<file path="src/rtl/count_sampler.sv">
// Periodic sampler of a shared count bus: drives out_e for one cycle every SAMPLE_DIV+1
// cycles, captures bus_in with a wrap flag, and buffers the samples in a small FIFO.
module count_sampler #(
  parameter int SAMPLE_DIV = 16,
  parameter int FIFO_DEPTH = 4
) (
  input  logic       clk,
  input  logic       rst,
  input  logic       enable,
  input  logic [7:0] bus_in,
  output logic       out_e,
  input  logic       clr_ovf,
  output logic       s_valid,
  input  logic       s_ready,
  output logic [7:0] s_data,
  output logic       s_wrap,
  output logic       ovf
);

  localparam int AW = $clog2(FIFO_DEPTH);
  localparam logic [7:0] DIV_LAST = 8'(SAMPLE_DIV - 1);

  typedef enum logic [1:0] {IDLE, WAIT, DRIVE} state_t;

  state_t     state_reg, state_next;
  logic [7:0] div_reg, div_next;

  always_ff @(posedge clk or posedge rst) begin
    if (rst) begin
      state_reg <= IDLE;
      div_reg   <= '0;
    end else begin
      state_reg <= state_next;
      div_reg   <= div_next;
    end
  end

  always_comb begin
    state_next = state_reg;
    div_next   = div_reg;
    case (state_reg)
      IDLE: begin
        div_next = '0;
        if (enable) state_next = WAIT;
      end
      WAIT: begin
        // Dropping enable abandons the pending sample, even on the last divider count.
        if (!enable) begin
          state_next = IDLE;
          div_next   = '0;
        end else if (div_reg == DIV_LAST) begin
          state_next = DRIVE;
          div_next   = '0;
        end else begin
          div_next = div_reg + 8'd1;
        end
      end
      DRIVE: begin
        div_next   = '0;
        state_next = enable ? WAIT : IDLE;
      end
      default: begin
        state_next = IDLE;
        div_next   = '0;
      end
    endcase
  end

  assign out_e = (state_reg == DRIVE);

  // The upstream counter drives the bus throughout DRIVE; sample at the edge that ends it.
  logic       capture;
  logic       wrap;
  logic [7:0] prev_reg;
  logic       prev_valid_reg;

  assign capture = out_e;
  assign wrap    = prev_valid_reg && (bus_in < prev_reg);

  always_ff @(posedge clk or posedge rst) begin
    if (rst) begin
      prev_reg       <= '0;
      prev_valid_reg <= 1'b0;
    end else if (capture) begin
      prev_reg       <= bus_in;
      prev_valid_reg <= 1'b1;
    end
  end

  logic [AW:0] wr_ptr_reg, rd_ptr_reg;
  logic [8:0]  mem [FIFO_DEPTH];
  logic [8:0]  head;
  logic        empty, full, push, pop, drop;
  logic        ovf_reg;

  assign empty = (wr_ptr_reg == rd_ptr_reg);
  assign full  = (wr_ptr_reg[AW] != rd_ptr_reg[AW]) &&
                 (wr_ptr_reg[AW-1:0] == rd_ptr_reg[AW-1:0]);
  assign pop   = s_valid && s_ready;
  assign push  = capture && (!full || pop);
  assign drop  = capture && full && !pop;

  always_ff @(posedge clk) begin
    if (push) mem[wr_ptr_reg[AW-1:0]] <= {wrap, bus_in};
  end

  always_ff @(posedge clk or posedge rst) begin
    if (rst) begin
      wr_ptr_reg <= '0;
      rd_ptr_reg <= '0;
      ovf_reg    <= 1'b0;
    end else begin
      if (push) wr_ptr_reg <= wr_ptr_reg + 1'b1;
      if (pop)  rd_ptr_reg <= rd_ptr_reg + 1'b1;
      // A drop in the same cycle as clr_ovf keeps the flag set.
      if (drop)         ovf_reg <= 1'b1;
      else if (clr_ovf) ovf_reg <= 1'b0;
    end
  end

  // Head is masked while empty so stale memory never shows on the outputs.
  assign head    = mem[rd_ptr_reg[AW-1:0]];
  assign s_valid = !empty;
  assign s_data  = s_valid ? head[7:0] : 8'd0;
  assign s_wrap  = s_valid ? head[8] : 1'b0;
  assign ovf     = ovf_reg;

endmodule

</file>
<file path="config.mk">
export PLATFORM = sky130hd
export DESIGN_NAME = count_sampler
export DESIGN_NICKNAME = d
export VERILOG_FILES = /design/src/rtl/count_sampler.sv
export SDC_FILE = /design/constraint.sdc
export NUM_CORES = 1
export LEC_CHECK = 0
export CAP_MARGIN = 20
export CORE_UTILIZATION = 56
export CTS_CLUSTER_DIAMETER = 120
export DETAILED_ROUTE_END_ITERATION = 8
export PLACE_DENSITY_LB_ADDON = 0.2
export SETUP_SLACK_MARGIN = 0.05
export SKIP_LAST_GASP = 1
export SYNTH_ARGS = -nofsm -noshare
export SYNTH_HDL_FRONTEND = slang
export SYNTH_SLANG_ARGS = --single-unit
</file>
<file path="constraint.sdc">
create_clock -name clk -period 2.1 [get_ports clk]
set_input_delay 0.42 -clock clk [delete_from_list [all_inputs] [get_ports clk]]
set_output_delay 0.42 -clock clk [all_outputs]
set_load 0.005 [all_outputs]
</file>
After elaboration in Yosys (flattened, before gate mapping)
Memories as Yosys holds them, arrays and structs flattened. Index checks and enable logic that the tools add are counted.

$add $sub $neg: 3. Order comparisons: 1. Equal/unequal tests: 8. Muxes and demuxes: 14. Reduce and logical (&&, ||, !) cells: 13.

Operator list (number): $mux W8 (4); $add A8 B1 Y8 const B (1); $eq A8 B4 Y1 const B (1); $lt A8 B8 Y1 (1); $add A3 B1 Y3 const B (2); $logic_and A1 B1 Y1 (6); $mux W1 (6); $mux W2 (3); $pmux W2 S3 (1); $eq A3 B3 Y1 (1); $logic_not A1 Y1 (3); $ne A3 B3 Y1 const B (1); $eq A2 B1 Y1 const B (1); $eq A2 B2 Y1 (1); $eq A2 B2 Y1 const B (1); $logic_not A2 Y1 (1); $ne A2 B2 Y1 const B (1); $reduce_and A2 Y1 (1); $reduce_bool A2 Y1 (1); $logic_or A1 B1 Y1 (1); $ne A1 B1 Y1 (1).

Bits in registers: 26. Bits in writable memories: 36. Input port bits: 13. Output and inout bits: 12. Logic and storage cells: 47. Memories: 1.

Memory list: mem (words 4, width 9, rd ports 1, clocked after memory_dff 0, wr ports 1, RTL line 91) `logic [8:0] mem [FIFO_DEPTH];`.

Logic depth before layout (Yosys ltp)
Depth after elaboration: 7. Depth in mapped cells: 6. Mapped depth without buffers: 6.

Least setup slack after synthesis
OpenSTA, ideal clock, no wires.

Path kind: input to register. Start: in bus_in[1]. End: mem mem[0][8], data pin. Setup time: 0.230 ns. Arrival time: 1.490 ns. Data required time: 1.870 ns. Setup slack: 0.380 ns. Stages on the path: 5. Cell sequence: ha_1 -> or3b_1 -> o2111ai_1 -> a31oi_1 -> a2111oi_2.

Cells in the longest elaborated chain, start to end: 2.

Ends and longest elaborated chain: start, declared (RTL line 10) `input logic [7:0] bus_in,`; $lt A8 B8 Y1 (RTL line 78) `assign wrap = prev_valid_reg && (bus_in < prev_reg);`; $logic_and A1 B1 Y1 (RTL line 78); named net wrap (RTL line 73) `logic wrap;`; end, declared (RTL line 91).

The timed path passes the listed nets, and every way through them passes these cells.

Final worst setup path
Start: reg rd_ptr_reg[0]. End: out s_data[0].

Cells in the longest elaborated chain, start to end: 2. Elaborated cells on any way between the ends: 3. Classes of those cells: 1 x eq/ne; 1 x mux; 1 x memory.

Ends and longest elaborated chain: start, declared (RTL line 90) `logic [AW:0] wr_ptr_reg, rd_ptr_reg;`; start signal, assigned (RTL line 114) `if (pop) rd_ptr_reg <= rd_ptr_reg + 1'b1;`; $mem_v2 Z4 W9 / $eq A3 B3 Y1 (equally long branches); $mux W8 (*) (RTL line 124) `assign s_data = s_valid ? head[7:0] : 8'd0;`; end, declared (RTL line 15) `output logic [7:0] s_data,`.

Every way passes the cells marked *; elsewhere a longest branch is shown, timed or not.

==> results.ini <==
[outcome]
status=finished with violations
violations_in_the_final_reports=setup timing

[clock_network]
count_of_clock_tree_sinks=62
cts.root.buffer_cell=sky130_fd_sc_hd__clkbuf_8
h_tree_levels=3
clk_transition_reported_paths_ps=60
ctsLongestPathBuffers=2
cts_hold_repair.buffers=0
worst_skew_pair.late_latency_ps=330
numCtsBuffers=9
tritoncts=built

[final_layout]
drive_above_1_share_pct=30.52
area.growth.synth_to_final_pct=29.29
layout.filler_cells=298
fin_nets=270
mostFrequentLayoutCell=sky130_fd_sc_hd__edfxtp_1
most-common-layout-cells=sky130_fd_sc_hd__edfxtp_1, sky130_fd_sc_hd__dfrtp_1, sky130_fd_sc_hd__buf_4
fin_cells=316
count_of_inserted_antenna_diode_cells=0
largest_reg_flops=36

[setup_path]
critPathCaptureType=primary output
cp_num_buf_inv=4
worst_ep_arrival_time_ps=1730
worst-path-max-fanout=5
required_ps=1680
reg2reg_path_depth=7
cp_top_family=buffers and inverters
timing.critical_path.slowest_stage_cell=sky130_fd_sc_hd__dfrtp_1
critical_path.reg2reg.endpoint=mem[2][5]
worstSetupPathType=flip-flop to primary output
critical_path.cell_chain=buf_6 > xnor2_4 > nand3_2 > buf_6 > buf_12 > and2_4 > buf_6
worst_setup_path_start_kind=flip-flop
regToRegStartpoint=rd_ptr_reg[0]
crit_path_largest_cell_delay_ps=430
setup.reg_to_reg.worst_slack_ps=130
crit_top_cell=sky130_fd_sc_hd__buf_6

[synthesis]
synthCells=184
postSynthRegisterBits=62
synth_warnings=0
yosysSeqAreaShare_pct=63.34
synth_edf_count=36
synth-async-reset-ratio_pct=41.94
syn-num-nets=210
synth.avg_cell_area_um2=14.86
ys.flop_type=sky130_fd_sc_hd__edfxtp_1
syn-cell-area_um2=2734
ys_types=34

[global_route]
maximum_number_of_pins_on_one_net_before_global_route_repair=27
grt_use_total_pct=23.71
vias_in_the_first_global_route=1769
grt_antenna_before_repair=0
gr-total-overflow=0
grt_first_pass_wirelength_um=8590

[sta]
timing.hold.ws_ps=448.6
grt_setup_unrepaired=true
tightest_slew_ps=564.1
achievable-frequency_mhz=464.1
setup_viol=8
slew_headroom_pct=62.05
report.final.slew_viol_count=0
post-route-period-util_pct=102.6
sum_of_negative_setup_slack_ps=-356.6
report.final.hold_viol_count=0
layout_setup_ws_ps=-54.81
period_minus_slack_ps=2155
clock_skew_ps=8.291

[hold_path]
hold_class=input port to async pin

[power_and_ir_drop]
internal_power_mw=1.782
p_per_area_nw_per_um2=639.5
switching_component_of_the_power_mw=0.4784
seqPwrFrac_pct=58.1
max-vdd-ir-drop_mv=0.4383
p_total_mw=2.260
power_frac_clock_pct=36.6
power_leakage_nw=1.452
combinationalPowerShare_pct=5.3
swShare_pct=21.16

[placed_design]
final_replace_weighted_congestion=0.7383
dp.cells=289
hpwl_um=3486
buffer_ports.inserted=24

[floorplan]
placementRows=25
io_pins=25
die_width_um=71.87
chipHeight_um=71.87
floorplan.die_area_um2=5165
initial_standard_cell_utilization_of_the_core_pct=57.88
core_um2=4723

[detailed_routing]
first_iter_violations=114
drcViolationCount=0
num_vias=1674
detail_route.vias_per_cell=5.297
detail_route.first_pass.iterations=4
post_route_antenna_net_violation_count=0
avgRoutedWirePerCell_um=16.85
wirelength_um=5324

[job]
max-cap-violations=0

==> power by group through the flow <==
stage                     sequential (mW)  combinational, mW  clock (mW)
after floorplan                      1.33             0.0531           0
after global placement               1.34              0.109           0
after detailed placement             1.34              0.114           0
after CTS                            1.31              0.118       0.843
after global routing                 1.31              0.136       0.907
final                                1.31              0.121       0.827
==> cells by family after synthesis <==
kind of cell	synth area share, %
xor+xnor	3.524
compound gates	4.303
simple gates	8.833
mux	11.12
buf+inv	2.929
flops	63.34
fa+ha+maj	5.950
==> layer usage <==
metal | wire length [um] | vias up | track usage [%] | part of all wire (%)
met5 | 0 | - | 0 | 0
met4 | 113 | 0 | 12.64 | 2.1
met3 | 169 | 12 | 6.470 | 3.2
met2 | 2878 | 29 | 40.46 | 54
met1 | 2162 | 844 | 27.35 | 41
li1 | - | 789 | - | -
==> cells in the mapped netlist (all sizes together) (2+ instances only) <==
master | instances | share of area, %
nand2 | 6 | 0.82
nor2 | 8 | 1.1
nand3b | 2 | 0.55
nand2b | 4 | 0.92
a21oi | 4 | 0.73
inv | 16 | 2.2
xnor2 | 8 | 2.6
dfrtp | 26 | 24
edfxtp | 36 | 40
o21ai | 4 | 0.73
ha | 13 | 5.9
mux2 | 9 | 3.7
buf | 2 | 0.46
nand4 | 2 | 0.46
xor2 | 3 | 0.96
nand3 | 4 | 0.73
clkbuf | 2 | 0.27
and2 | 14 | 3.3
mux4 | 9 | 7.4
==> worst register-to-register path: cells and delay by family, from the launching register on <==
| family | cells | cell delay, ps |
|---|---|---|
| buffers and inverters | 4 | 560 |
| DFF | 1 | 430 |
| AOI/OAI and AO/OA | 1 | 310 |
| and+or+nand+nor | 1 | 230 |
| xor gates and xnor gates | 1 | 140 |
==> through the flow <==
stage          worst slack [ps]  cell area, um^2  util (%)
6_report                 -54.81             3535     74.83
5_1_grt                  -113.8             3535     74.83
4_1_cts                  -62.03             3501     74.12
3_5_place_dp             -277.0             3236     68.50
3_3_place_gp             -177.6             3236     68.50
2_1_floorplan             380.0             2734         -
==> repair_timing <==
| item | in CTS | in global routing |
|---|---|---|
| buffers inserted | 10 | 1 |
| pin swaps | 10 | 1 |
| gates cloned | 1 | 0 |
| gates resized for setup | 45 | 5 |
| setup endpoints to repair | 10 | 14 |
==> final cells by class <==
class	count	area [um^2]	area share, %
multi-input combinational	102	975.9	27.61
inverter	16	60.06	1.699
sequential	62	1732	48.99
timing repair buffer	53	530.5	15.01
tap	67	83.83	2.372
clock inverter	4	17.52	0.4956
clock buffer	12	135.1	3.823
==> worst max path at each step <==
stage                              from         to  slack, ps  cells past startpoint
after floorplan               bus_in[1]  mem[0][8]        380                      5
after global placement        bus_in[1]  mem[0][8]       -180                      6
after detailed placement      bus_in[1]  mem[2][8]       -280                      6
after CTS                 rd_ptr_reg[0]  s_data[0]        -60                      5
after global routing      rd_ptr_reg[0]  s_data[0]       -110                      7
final                     rd_ptr_reg[0]  s_data[0]        -50                      7
Note: power is estimated with default switching activity, not from simulation.
